===== config.mk =====
export PLATFORM = sky130hd
export DESIGN_NAME = nco_freq_meter
export DESIGN_NICKNAME = d
export VERILOG_FILES = /design/src/rtl/nco_freq_meter.sv
export SDC_FILE = /design/constraint.sdc
export NUM_CORES = 1
export LEC_CHECK = 0
export CAP_MARGIN = 30
export CORE_MARGIN = 1.5
export CORE_UTILIZATION = 50
export CTS_CLUSTER_DIAMETER = 80
export DETAILED_ROUTE_END_ITERATION = 8
export GPL_ROUTABILITY_DRIVEN = 1
export HOLD_SLACK_MARGIN = 0.15
export PLACE_DENSITY = 0.76
export SETUP_SLACK_MARGIN = 0.5
export SYNTH_ARGS = -nofsm -noshare
export SYNTH_HDL_FRONTEND = slang
export SYNTH_SLANG_ARGS = --single-unit

===== constraint.sdc =====
create_clock -name clk -period 7.9 [get_ports clk]
set_clock_uncertainty 0.1 [all_clocks]
set_input_delay 1.58 -clock clk [delete_from_list [all_inputs] [get_ports clk]]
set_output_delay 1.58 -clock clk [all_outputs]
set_load 0.01 [all_outputs]

===== src/rtl/nco_freq_meter.sv =====
// Frequency meter for an NCO sine stream: counts rising zero crossings over a
// 2^LOG2_WIN sample window and divides the crossings by their span to recover the phase increment.
module nco_freq_meter #(
    parameter int unsigned IN_W     = 18,
    parameter int unsigned PHI_W    = 16,
    parameter int unsigned LOG2_WIN = 12,
    parameter int          HYST     = 1024
) (
    input  logic                   clk,
    input  logic                   reset_n,
    input  logic                   clken,
    input  logic                   in_valid,
    input  logic signed [IN_W-1:0] sin_i,
    output logic [PHI_W-1:0]       phi_est,
    output logic                   est_valid,
    output logic                   no_tone,
    output logic                   busy
);

    localparam int unsigned CNT_W = $clog2(PHI_W + 1);
    localparam logic [LOG2_WIN-1:0] IDX_LAST = '1;
    localparam logic [LOG2_WIN-1:0] K_MAX    = '1;
    localparam logic signed [IN_W-1:0] ARM_LVL = IN_W'(-HYST);

    typedef enum logic [1:0] {ST_ACQ, ST_DIV, ST_DONE} state_t;

    state_t              state_q, state_d;
    logic [LOG2_WIN-1:0] idx_q, idx_d;
    logic [LOG2_WIN-1:0] k_q, k_d;
    logic [LOG2_WIN-1:0] first_q, first_d;
    logic [LOG2_WIN-1:0] last_q, last_d;
    logic                armed_q, armed_d;
    logic [LOG2_WIN-1:0] rem_q, rem_d;
    logic [PHI_W:0]      lo_q, lo_d;
    logic [LOG2_WIN-1:0] den_q, den_d;
    logic [PHI_W-1:0]    quo_q, quo_d;
    logic [CNT_W-1:0]    cnt_q, cnt_d;
    logic                tone_ok_q, tone_ok_d;
    logic [PHI_W-1:0]    phi_est_q, phi_est_d;
    logic                est_valid_q, est_valid_d;
    logic                no_tone_q, no_tone_d;
    logic                busy_q, busy_d;

    logic                arm_c;
    logic                cross_c;
    logic [LOG2_WIN-1:0] k_m1;
    logic [LOG2_WIN:0]   trial;
    logic                q_bit;
    logic [PHI_W:0]      quo_fin;

    // Next-state: detector/window counting in ACQ, one restoring-divide step per enabled cycle in DIV
    always_comb begin
        state_d     = state_q;
        idx_d       = idx_q;
        k_d         = k_q;
        first_d     = first_q;
        last_d      = last_q;
        armed_d     = armed_q;
        rem_d       = rem_q;
        lo_d        = lo_q;
        den_d       = den_q;
        quo_d       = quo_q;
        cnt_d       = cnt_q;
        tone_ok_d   = tone_ok_q;
        phi_est_d   = phi_est_q;
        est_valid_d = est_valid_q;
        no_tone_d   = no_tone_q;
        busy_d      = busy_q;
        k_m1        = '0;
        trial       = '0;
        q_bit       = 1'b0;
        quo_fin     = '0;
        arm_c       = (sin_i <= ARM_LVL);
        cross_c     = armed_q && !sin_i[IN_W-1];

        if (clken) begin
            unique case (state_q)
                ST_ACQ: begin
                    if (in_valid) begin
                        idx_d = idx_q + LOG2_WIN'(1);
                        if (cross_c) begin
                            armed_d = 1'b0;
                            if (k_q != K_MAX) k_d = k_q + LOG2_WIN'(1);
                            if (k_q == '0) first_d = idx_q;
                            last_d = idx_q;
                        end else if (arm_c) begin
                            armed_d = 1'b1;
                        end
                        // Numerator (K-1)<<PHI_W: upper bits seed the remainder, bit PHI_W is shifted in first
                        if (idx_q == IDX_LAST) begin
                            state_d   = ST_DIV;
                            busy_d    = 1'b1;
                            cnt_d     = '0;
                            quo_d     = '0;
                            k_m1      = k_d - LOG2_WIN'(1);
                            rem_d     = k_m1 >> 1;
                            lo_d      = {k_m1[0], {PHI_W{1'b0}}};
                            den_d     = last_d - first_d;
                            tone_ok_d = (k_d >= LOG2_WIN'(2));
                        end
                    end
                end
                ST_DIV: begin
                    trial = {rem_q, lo_q[PHI_W]};
                    q_bit = (trial >= {1'b0, den_q});
                    rem_d = q_bit ? LOG2_WIN'(trial - {1'b0, den_q}) : LOG2_WIN'(trial);
                    lo_d  = lo_q << 1;
                    quo_d = {quo_q[PHI_W-2:0], q_bit};
                    cnt_d = cnt_q + CNT_W'(1);
                    if (cnt_q == CNT_W'(PHI_W)) begin
                        state_d     = ST_DONE;
                        est_valid_d = 1'b1;
                        quo_fin     = {quo_q, q_bit};
                        if (!tone_ok_q) begin
                            phi_est_d = '0;
                            no_tone_d = 1'b1;
                        end else begin
                            phi_est_d = quo_fin[PHI_W] ? '1 : quo_fin[PHI_W-1:0];
                            no_tone_d = 1'b0;
                        end
                    end
                end
                ST_DONE: begin
                    state_d     = ST_ACQ;
                    busy_d      = 1'b0;
                    est_valid_d = 1'b0;
                    idx_d       = '0;
                    k_d         = '0;
                    first_d     = '0;
                    last_d      = '0;
                    armed_d     = 1'b0;
                end
                default: state_d = ST_ACQ;
            endcase
        end
    end

    always_ff @(posedge clk) begin
        if (!reset_n) begin
            state_q     <= ST_ACQ;
            idx_q       <= '0;
            k_q         <= '0;
            first_q     <= '0;
            last_q      <= '0;
            armed_q     <= 1'b0;
            rem_q       <= '0;
            lo_q        <= '0;
            den_q       <= '0;
            quo_q       <= '0;
            cnt_q       <= '0;
            tone_ok_q   <= 1'b0;
            phi_est_q   <= '0;
            est_valid_q <= 1'b0;
            no_tone_q   <= 1'b0;
            busy_q      <= 1'b0;
        end else begin
            state_q     <= state_d;
            idx_q       <= idx_d;
            k_q         <= k_d;
            first_q     <= first_d;
            last_q      <= last_d;
            armed_q     <= armed_d;
            rem_q       <= rem_d;
            lo_q        <= lo_d;
            den_q       <= den_d;
            quo_q       <= quo_d;
            cnt_q       <= cnt_d;
            tone_ok_q   <= tone_ok_d;
            phi_est_q   <= phi_est_d;
            est_valid_q <= est_valid_d;
            no_tone_q   <= no_tone_d;
            busy_q      <= busy_d;
        end
    end

    // Pulse is held through a stalled DONE but only shown in the enabled DONE cycle
    assign est_valid = est_valid_q & clken;
    assign phi_est   = phi_est_q;
    assign no_tone   = no_tone_q;
    assign busy      = busy_q;

endmodule

---- Word level (Yosys, flattened, before mapping) ----
Index checks and enable logic that the tools add are counted.
word-level totals
  flip-flop bits (word level) ............. 133
  input bits .............................. 22
  output and inout bits ................... 19
  logic and storage cells ................. 101
cells by class
  add/subtract/negate cells ............... 6
  order comparisons ....................... 3
  equal/unequal tests ..................... 9
  mux-type cells .......................... 51
  bitwise gates (word level) .............. 1
  reductions and logical operators ........ 15
operators by type and width
  cell                                                                number
  two-way mux 12 bit                                                  21
  one-hot mux 12 bit (2 select lines)                                 5
  two-way mux 16 bit                                                  4
  two-way mux 17 bit                                                  2
  one-hot mux 17 bit (2 select lines)                                 1
  one-hot mux 16 bit (2 select lines)                                 1
  adder 12 x 1 -> 12 bit, second input constant                       2
  subtractor 12 bit                                                   2
  AND reduction 4 bit                                                 5
  <= comparator 18 x 11 -> 1 bit, second input constant               1
  greater-or-equal comparator 13 x 12 -> 1 bit                        1
  == test 12 bit, second input constant                               1
  greater-or-equal comparator 12 x 2 -> 1 bit, second input constant  1
  zero test 12 bit                                                    1
  inequality test 12 bit, second input constant                       1
  subtractor 12 x 1 -> 12 bit, second input constant                  1
  two-way mux 5 bit                                                   2
  one-hot mux 5 bit (2 select lines)                                  1
  AND reduction 3 bit                                                 3
  two-way mux 1 bit                                                   7
  two-way mux 2 bit                                                   3
  inequality test 2 bit, second input constant                        3
  one-hot mux 1 bit (2 select lines)                                  3
  nonzero test 2 bit                                                  3
  10 further kinds                                                    10

---- Depth between registers and ports, before layout ----
Gate-level depths: netlist of run 1.
  word-level depth ........................ 10
  mapped depth ............................ 18
  mapped depth without buffers ............ 17

---- Worst setup path before layout of run 1 ----
Ideal clock, no wire load.
  path type ............................... input to register
  start point ............................. input port sin_i[17]
  end point ............................... register den_q[8]
  data arrival time ....................... 4.741 ns
  slack ................................... 2.984 ns
  stages on the path ...................... 16
  path buffers ............................ 2
  cells stage by stage .................... nor2b_1 > buf_6 > nand4_2 > clkbuf_1 > nand2_1 > nand2_1 > ha_1 > fa_1 > and4_1 > a221oi_1 > a41oi_2 > nor2_2 > o31ai_1 > o22a_1 > or4b_1 > a31oi_1
on the way
  longest elaborated chain between the ends .. 7
  elaborated cells between the ends (all ways) .. 11
  those cells by class .................... 1 x add/sub; 8 x mux; 2 x reduce/logical
ends and longest elaborated chain
  item                   line  RTL
  from (decl)            13    input logic signed [IN_W-1:0] sin_i,
  zero test 1 bit (*)    74    cross_c = armed_q && !sin_i[IN_W-1];
  logical AND 1 bit (*)  74
  two-way mux 12 bit     81    if (cross_c) begin
  two-way mux 12 bit     79    if (in_valid) begin
  two-way mux 12 bit     77    unique case (state_q)
  two-way mux 12 bit     76    if (clken) begin
  subtractor 12 bit (*)  98    den_d = last_d - first_d;
  to (signal assigned)   165   den_q <= den_d;
  to (decl)              35    logic [LOG2_WIN-1:0] den_q, den_d;
Mark *: on every way between the ends. The rest lies on a longest branch, timed or not. The select of a mux whose other input is x is not followed.
A chain may end at the register's enable or synchronous reset.

---- Final worst setup path of run 1 ----
Same ends and word-level chain as after synthesis.

==> results by stage, run 1 <==
STA:
- The final-report max-slew violation count was 0.
- The sum of negative setup slack is 0 ns.
- Setup repair after global routing left no endpoint under its margin.
- The share of the cycle needed by the critical path after routing is a little under 70%.
- Headroom to the max-slew limit came out at 36.44%.
- The routed design could run at a clock period as short as 5.431 ns.
- Setup violations remaining at the end of the flow were counted as 0.
- The count of final hold-check violations is 0.
- The worst-margin pin slew is between 0.9 and 1 ns.
- The maximum clock frequency is roughly 180 MHz.

Synth:
- The synthesized netlist devotes roughly 5.4% of its cell area to adder and majority cells.
- The synthesis warning total is 0.
- In the synthesized netlist, the number of instances is 846.
- The simple-gate share of the synthesized area is a little over a fifth.
- The net count after synthesis is 896.
- The number of library cell types mapped by synthesis is a little under 70.
- The number of enable-type register cells in the synthesized netlist is 0.
- The leading register cell type out of synthesis is sky130_fd_sc_hd__dfxtp_1.
- The mapped netlist covers around 6700 um2.
- The synthesized netlist devotes a little under a quarter of its cell area to compound gates.
- The post-synthesis area per instance is between 7 and 8 um2.
- The post-synthesis async set-or-reset flop share is 0%.
- The portion of netlist area occupied by mux cells is about 2.7%.
- The synthesized netlist devotes under 10% of its cell area to XOR and XNOR gates.
- The share of the Yosys chip area taken by registers is about a third.
- The synthesis-stage register bit count is between 100 and 150.
- By area, the combinational part of the netlist is dominated by compound AO/OA/AOI/OAI gates.

Power and ir drop:
- The clock network fraction of total power is approximately 55%.
- The analysis attributes to cell leakage a power of between 2 and 3 nW.
- The overall power after layout is between 0.001 and 0.0015 W.
- In this run, the combinational gates consume 4.0% of the power.
- Net switching is a little over a fifth of the power.
- Cell internal power was estimated by the tool at 0.001151 W.
- VDD sags by at most 138.1 uV.
- The share of total power dissipated in sequential elements is 40.8%.
- The total net switching power is between 0.0003 and 0.0004 W.
- The power density over cell area is about 190 nW/um2.

Worst setup path:
- The critical path data arrival time is between 5 and 6 ns.
- The category of the worst setup path capture point is a flip-flop.
- The critical path goes through clkdlybuf4s50_1 > nor2b_1 > buf_4 > nand4_2 > nand2_1 > nand2_1 > ha_1 > fa_1 > and4_1 > a221oi_1 > a41oi_2 > nor2_2 > o31ai_1 > o22a_1 > or4b_1 > a31oi_1.
- The cell family with the largest share of critical-path delay is simple AND/OR/NAND/NOR gates.
- The critical path data required time is a little over 8 ns.
- The maximum single-stage delay on the critical path is ~0.47 ns.
- The kind of launch point of the worst setup path is an input port.
- The buffering stage count on the worst path with inverters included is 2.
- By startpoint and endpoint, the worst setup path is classified as in -> reg.
- The cell that appears most often on the critical path is sky130_fd_sc_hd__nand2_1.
- The largest individual stage delay along the critical path comes from the cell sky130_fd_sc_hd__fa_1.
- The worst-path maximum fanout is 18.

GRT:
- The total global-route track usage is 25.01%.
- The first global-routing pass estimated about 28000 um of wire.
- The initial antenna violation count is 0.
- Summed over all layers, the global routing overflow is 0.
- The via count of the first global-routing pass came to roughly 5700.
- The pin count of the biggest net entering global routing is 90.

Finish:
- For this run, the post-layout net count is 908.
- 0 antenna diodes ended up in the layout.
- Compared with the post-synthesis result, the final layout area differs by 15.54%.
- In the final layout, the multi-input gates occupy between 4000 and 5000 um2.
- In the layout the commonest cells are 117 x sky130_fd_sc_hd__dfxtp_1, 109 x sky130_fd_sc_hd__nor2_1, 94 x sky130_fd_sc_hd__nand2_1.
- The commonest non-fill, non-tap cell in the layout is sky130_fd_sc_hd__dfxtp_1.
- The sequential cells in the finished layout cover a total of between 2000 and 2500 um2.
- Of the cells placed in the final design, the portion with a size suffix greater than 1 is a little under 7%.
- The filler cells instantiated in the layout total around 1200.

Routing:
- The detailed router put a total of 8185 um of wire on met1.
- The routed design has about 17000 um of wire.
- The detailed route wirelength on metal3 is between 1000 and 1500 um.
- The routed via count is between 6000 and 7000.
- The violation count after the first detailed-route iteration is 606.
- Once detail routing completed, the nets flagged for antenna violations numbered 0.
- The via density per instance is ~5.9.
- The total iterations of the first detailed-routing run is 6.
- After detailed routing, the number of remaining DRC violations is 0.
- The detailed route wirelength on metal2 is approximately 7600 um.
- The final routed wire length divided by cell count is ~16 um.
- The top routing layer in use is met4.

CTS:
- Once the clock tree was built, the resizer swapped 0 gates to a different size.
- The H-tree was split into 4 levels.
- After clock tree synthesis, the clock-pin slew on the worst setup and hold paths is ~0.050 ns.
- The TritonCTS sink count is around 120.
- The number of buffers inserted during clock tree synthesis is 17.
- In this run, post-CTS hold repair placed 0 buffers.
- The later-pin clock latency in the skew report is between 0.4 and 0.5 ns.
- The cell at the root of the clock tree is sky130_fd_sc_hd__clkbuf_16.
- The clock passes through at most 2 buffers.
- The number of buffers inserted by post-CTS setup repair is 0.
- TritonCTS built the clock tree.

Die:
- The area of the die is between 10000 and 15000 um2.
- The number of cell rows is 42.
- The overall die width is 119.0 um.
- The initial utilization of the core area, before any placement, comes to around half.
- Pin placement for this block handled ~40 I/O pins.
- The core region area is between 10000 and 15000 um2.
- The y dimension of the die is roughly 120 um.

Hold path:
- The type of the most critical hold path is reg -> reg.

Place:
- The HPWL after detailed placement is 11980 um.
- In this run the tool buffered the top-level ports with 40 buffer cells.
- The congestion estimate from routability-driven global placement came to roughly 0.95.

Run:
- Max-cap violations in this run came to 0.

Status:
- The flow ran to the end, and the final reports show no timing, DRC or antenna violations.
-- state kept, by name, indices dropped and copies added (netlist names), 2 cells and up --
register / count
idx_q: 12
first_q: 12
cnt_q: 5
phi_est: 16
den_q: 12
last_q: 12
k_q: 12
rem_q: 12
quo_q: 16
state_q: 2
-- per-stage QoR --
stage	setup slack [ns]	instance area (um2)	std cells	util (%)	hold WS, ns
finish	2.469	7775	1045	58.95	0.3506
floorplan	2.984	6729	846	-	0.3319
global route	2.174	7775	1045	58.95	0.3734
CTS	2.521	7770	1044	58.91	0.3523
global placement	2.224	7158	1014	54.27	0.3411
detailed placement	2.088	7158	1014	54.27	0.3452
-- area by class of cell --
type                    instances  share of cell area (%)
clock buffers                  20                   5.874
clock inverters                10                   1.995
inverters                      30                   1.448
multi-input cells             644                   51.83
flip-flops and latches        117                   30.13
well taps                     176                   2.832
repair buffers                 48                   5.890
-- metal layers --
layer  track usage [%]  vias to the layer above
li1                  -                     3040
met4             7.078                        0
met5                 0                        -
met1             35.34                     2895
met3             5.556                       20
met2             38.26                      172
-- kinds of logic after synthesis --
family / after synthesis
AOI/OAI and AO/OA: 238
adders and majority gates: 28
muxes: 18
buffers and inverters: 85
DFF: 117
and+or+nand+nor: 308
xor gates and xnor gates: 52
-- worst paths after layout --
path,from,endpoint,slack (ns),cells past startpoint
worst min-delay path,phi_est[2]$_SDFFE_PN0P_,phi_est[2]$_SDFFE_PN0P_,0.35,2
worst max-delay path,sin_i[17],den_q[8]$_SDFFE_PN0P_,2.47,16
worst max register to register,k_q[1]$_SDFFE_PN0P_,den_q[8]$_SDFFE_PN0P_,3.41,16
worst min register to register,phi_est[2]$_SDFFE_PN0P_,phi_est[2]$_SDFFE_PN0P_,0.35,2
-- worst reg2reg max path, cell delays in order, from the launching register on --
cell and delay (ns):
sky130_fd_sc_hd__dfxtp_1 0.35, sky130_fd_sc_hd__inv_1 0.12, sky130_fd_sc_hd__ha_1 0.18, sky130_fd_sc_hd__nor4b_4 0.32, sky130_fd_sc_hd__nand4_2 0.49, sky130_fd_sc_hd__nand2_1 0.22, sky130_fd_sc_hd__nand2_1 0.09, sky130_fd_sc_hd__ha_1 0.22
sky130_fd_sc_hd__fa_1 0.47, sky130_fd_sc_hd__and4_1 0.22, sky130_fd_sc_hd__a221oi_1 0.30, sky130_fd_sc_hd__a41oi_2 0.21, sky130_fd_sc_hd__nor2_2 0.16, sky130_fd_sc_hd__o31ai_1 0.10, sky130_fd_sc_hd__o22a_1 0.26, sky130_fd_sc_hd__or4b_1 0.46
sky130_fd_sc_hd__a31oi_1 0.16
-- cell usage after synthesis (all sizes together) (9+ instances only) --
| library cell | instances | share of area, % |
|---|---|---|
| clkbuf | 41 | 2.3 |
| o211ai | 21 | 2.4 |
| a211oi | 13 | 1.5 |
| nand2 | 94 | 5.2 |
| dfxtp | 117 | 35 |
| xnor2 | 28 | 3.6 |
| a22oi | 43 | 4.8 |
| nand4 | 17 | 1.7 |
| inv | 30 | 1.7 |
| a21oi | 70 | 5.3 |
| a21o | 9 | 1.0 |
| nor2 | 111 | 6.3 |
| nor2b | 9 | 0.84 |
| nand3 | 19 | 1.5 |
| o21ai | 47 | 3.6 |
| xor2 | 24 | 3.1 |
| mux2i | 18 | 2.7 |
| buf | 14 | 1.4 |
| ha | 26 | 4.8 |
| nor3 | 13 | 1.1 |
-- power by group through the flow --
stage               clock (W)  combinational [W]  sequential, W
floorplan                   0          0.0000367       0.000605
global placement            0          0.0000568       0.000606
detailed placement          0          0.0000576       0.000606
CTS                  0.000814          0.0000578       0.000593
global route         0.000841          0.0000629       0.000593
finish               0.000804          0.0000585       0.000594
Note: power is estimated with default switching activity, not from simulation.
==> run 2, diff against run 1 <==
clock period = 5.5 ns   (was 7.9 ns; I/O delays follow)
==> results by stage, run 2 (synthesis results as in run 1) <==
Status:
- The run finished with clean final reports.

Worst setup path:
- The reg-to-reg critical path startpoint is k_q[1]$_SDFFE_PN0P_.
- The capturing point of the worst reg2reg path is den_q[8]$_SDFFE_PN0P_.
- The kind of launch point of the worst setup path is an input port.
- The kind of cell with the highest combined delay along the critical path is simple AND/OR/NAND/NOR gates.
- The maximum single-stage delay on the critical path is 0.49 ns.
- The critical path contains buffers and inverters numbering 2 combined.
- The critical path data arrival time is roughly 4.7 ns.
- Measured in cells, the most critical reg-to-reg path has a length of 16.
- The category of the worst setup path capture point is a flip-flop.
- The setup slack of the worst register-to-register path is 1.42 ns.
- Of all nets on the critical path, the largest fanout is 17.
- By startpoint and endpoint, the worst setup path is classified as in -> reg.
- The library cell contributing the largest single delay on the critical path is sky130_fd_sc_hd__clkdlybuf4s50_1.
- Walking the worst path, the cells encountered are clkdlybuf4s50_1 > nor2b_1 > buf_4 > and4_1 > nand2_1 > nand2_1 > ha_1 > fa_1 > and4_1 > a221oi_1 > a41oi_2 > nor2_2 > o31ai_1 > o22a_1 > or4b_1 > a31oi_1.
- The critical path data required time is about 5.8 ns.

STA:
- The maximum clock frequency is approximately 220 MHz.
- The final-report max-slew violation count was 0.
- The count of final hold-check violations came to 0.
- The worst-margin pin slew is 0.7094 ns.
- Setup violations remaining at the end of the flow were counted as 0.
- The final hold slack is 0.3503 ns.
- Setup repair after global routing left no endpoint under its margin.
- For the final routed database, the setup TNS stands at 0 ns.
- In the finished design, the share of the clock period the worst path needs comes to 81.38%.
- Measured against its own limit, the worst slew margin works out to between 50% and 60%.
- The time the worst path needs with I/O delays and setup is roughly 4.5 ns.

CTS:
- The TritonCTS sink count is 117.
- The number of hold-repair buffers added at the cts stage is 0.
- The later-pin clock latency in the skew report is around 0.43 ns.
- After clock tree synthesis, the clock-pin slew on the worst setup and hold paths is 0.05 ns.
- The post-cts repair resize count is 0.
- The clock passes through at most 2 buffers.
- The number of buffers inserted by post-CTS setup repair is 0.
- The TritonCTS clock tree is done.
- In this run the clock root is driven by a sky130_fd_sc_hd__clkbuf_16.
- The H-tree was split into 4 levels.
- In this run, CTS created clock tree buffers numbering 17.

Routing:
- In this run, the number of DRC markers left after iteration 0 of detailed routing was approximately 550.
- After detailed routing, the number of vias per cell comes to about 6.
- The final route contains between 6000 and 7000 vias.
- Dividing the detail-routed wire length by the instance count gives 16.10 um.
- The routed wire length is between 15000 and 20000 um.
- In this run the remaining antenna-violating nets after routing total 0.
- For this run, design rule violations remaining after detail routing come to 0.
- For this run, the detailed router's first-pass iteration total came to 5.

Die:
- 41 I/O pins were placed.
- The die covers between 10000 and 15000 um2.
- The initialized floorplan defines 42 standard-cell rows.
- The core region area is around 13000 um2.
- The overall die width is 119.0 um.
- The y dimension of the die is around 120 um.
- The initial standard-cell utilization of the core is between 50% and 60%.

GRT:
- The wire length of the first global-routing pass is between 20000 and 30000 um.
- Global routing finished with a remaining overflow of 0.
- The initial antenna violation count is 0.
- Entering global routing, the biggest net connects 38 pins.
- The via count of the first global-routing pass is ~5800.
- The total global-route track usage is about 25%.

Finish:
- In the final design database the tool counted 913 nets.
- The number of antenna repair diodes is 0.
- The share of final-layout standard cells stronger than drive strength 1 is between 7 and 8%.
- The summed area of non-filler cells in the final layout is 7825 um2.
- The area overhead of the layout relative to synthesis is 16.29%.
- In the layout the commonest cells are 117 x sky130_fd_sc_hd__dfxtp_1, 109 x sky130_fd_sc_hd__nor2_1, 94 x sky130_fd_sc_hd__nand2_1.
- After filler insertion, the fill cell instance count of the layout stands at ~1200.
- The commonest non-fill, non-tap cell in the layout is sky130_fd_sc_hd__dfxtp_1.

Place:
- The wire-length estimate of the detail-placed layout is roughly 12000 um.
- Summing all placed instances gives a cell area of a little over 7000 um2.
- The total of buffers placed on input and output ports is 40.
- The final weighted congestion in routability-driven placement is ~0.95.

Power and ir drop:
- The leakage power is about 2.9 nW.
- The peak ir drop on the vdd network is ~230 uV.
- The power density over cell area is about 270 nW/um2.

Hold path:
- The startpoint of the tightest hold check path is phi_est[13]$_SDFFE_PN0P_.
- The number of cells on the worst hold path is 2.
- The type of the most critical hold path is reg -> reg.
- The worst hold path terminates at phi_est[13]$_SDFFE_PN0P_.

Run:
- The tool flagged a number of max-cap violations equal to 0.
[run 2: worst max path at each step]
stage | from | end | slack, ns | cells past startpoint
6_report | sin_i[17] | den_q[8]$_SDFFE_PN0P_ | 1.02 | 16
3_3_place_gp | sin_i[17] | den_q[8]$_SDFFE_PN0P_ | 0.73 | 16
4_1_cts | sin_i[17] | den_q[8]$_SDFFE_PN0P_ | 1.07 | 16
2_1_floorplan | sin_i[17] | den_q[8]$_SDFFE_PN0P_ | 1.06 | 16
3_5_place_dp | sin_i[17] | den_q[8]$_SDFFE_PN0P_ | 0.63 | 16
5_1_grt | sin_i[17] | den_q[8]$_SDFFE_PN0P_ | 0.81 | 16
[run 2: final cells by class]
| type | count | area (um2) | area share, % |
|---|---|---|---|
| clock buffer | 18 | 439.2 | 5.612 |
| tap | 176 | 220.2 | 2.814 |
| clock inverter | 13 | 182.7 | 2.335 |
| timing repair buffer | 53 | 498.0 | 6.364 |
| inverter | 30 | 112.6 | 1.439 |
| multi-input combinational | 644 | 4030 | 51.50 |
| sequential | 117 | 2342 | 29.93 |
[run 2: per-layer routing]
metal / up-vias / GRT usage [%] / part of all wire, %
li1: 3054 / - / -
met1: 2939 / 34.90 / 48
met2: 180 / 38.37 / 44
met3: 28 / 7.040 / 6.5
met4: 0 / 7.756 / 1.6
met5: - / 0 / 0
[run 2: metrics by stage]
stage / cells / worst slack [ns] / power, W / utilization [%]
2_1_floorplan: 846 / 1.064 / 0.0009220 / -
3_3_place_gp: 1020 / 0.7268 / 0.0009552 / 54.61
3_5_place_dp: 1020 / 0.6334 / 0.0009560 / 54.61
4_1_cts: 1051 / 1.066 / 0.002118 / 59.32
5_1_grt: 1051 / 0.8126 / 0.002169 / 59.32
6_report: 1051 / 1.024 / 0.002110 / 59.32
[run 2: where the power goes]
part           switching (W)  internal (W)  leakage (nW)
Clock               0.000407      0.000764         0.294
Combinational      0.0000532     0.0000335          1.67
Sequential        0.00000276      0.000850         0.942
Total               0.000463       0.00165          2.91
[run 2: worst reg2reg max path, delay by kind of cell (launching register included)]
family / cells / cell delay, ns
compound gates: 5 / 1.00
fa+ha+maj: 3 / 0.84
buf+inv: 1 / 0.12
flops: 1 / 0.36
simple gates: 7 / 1.59
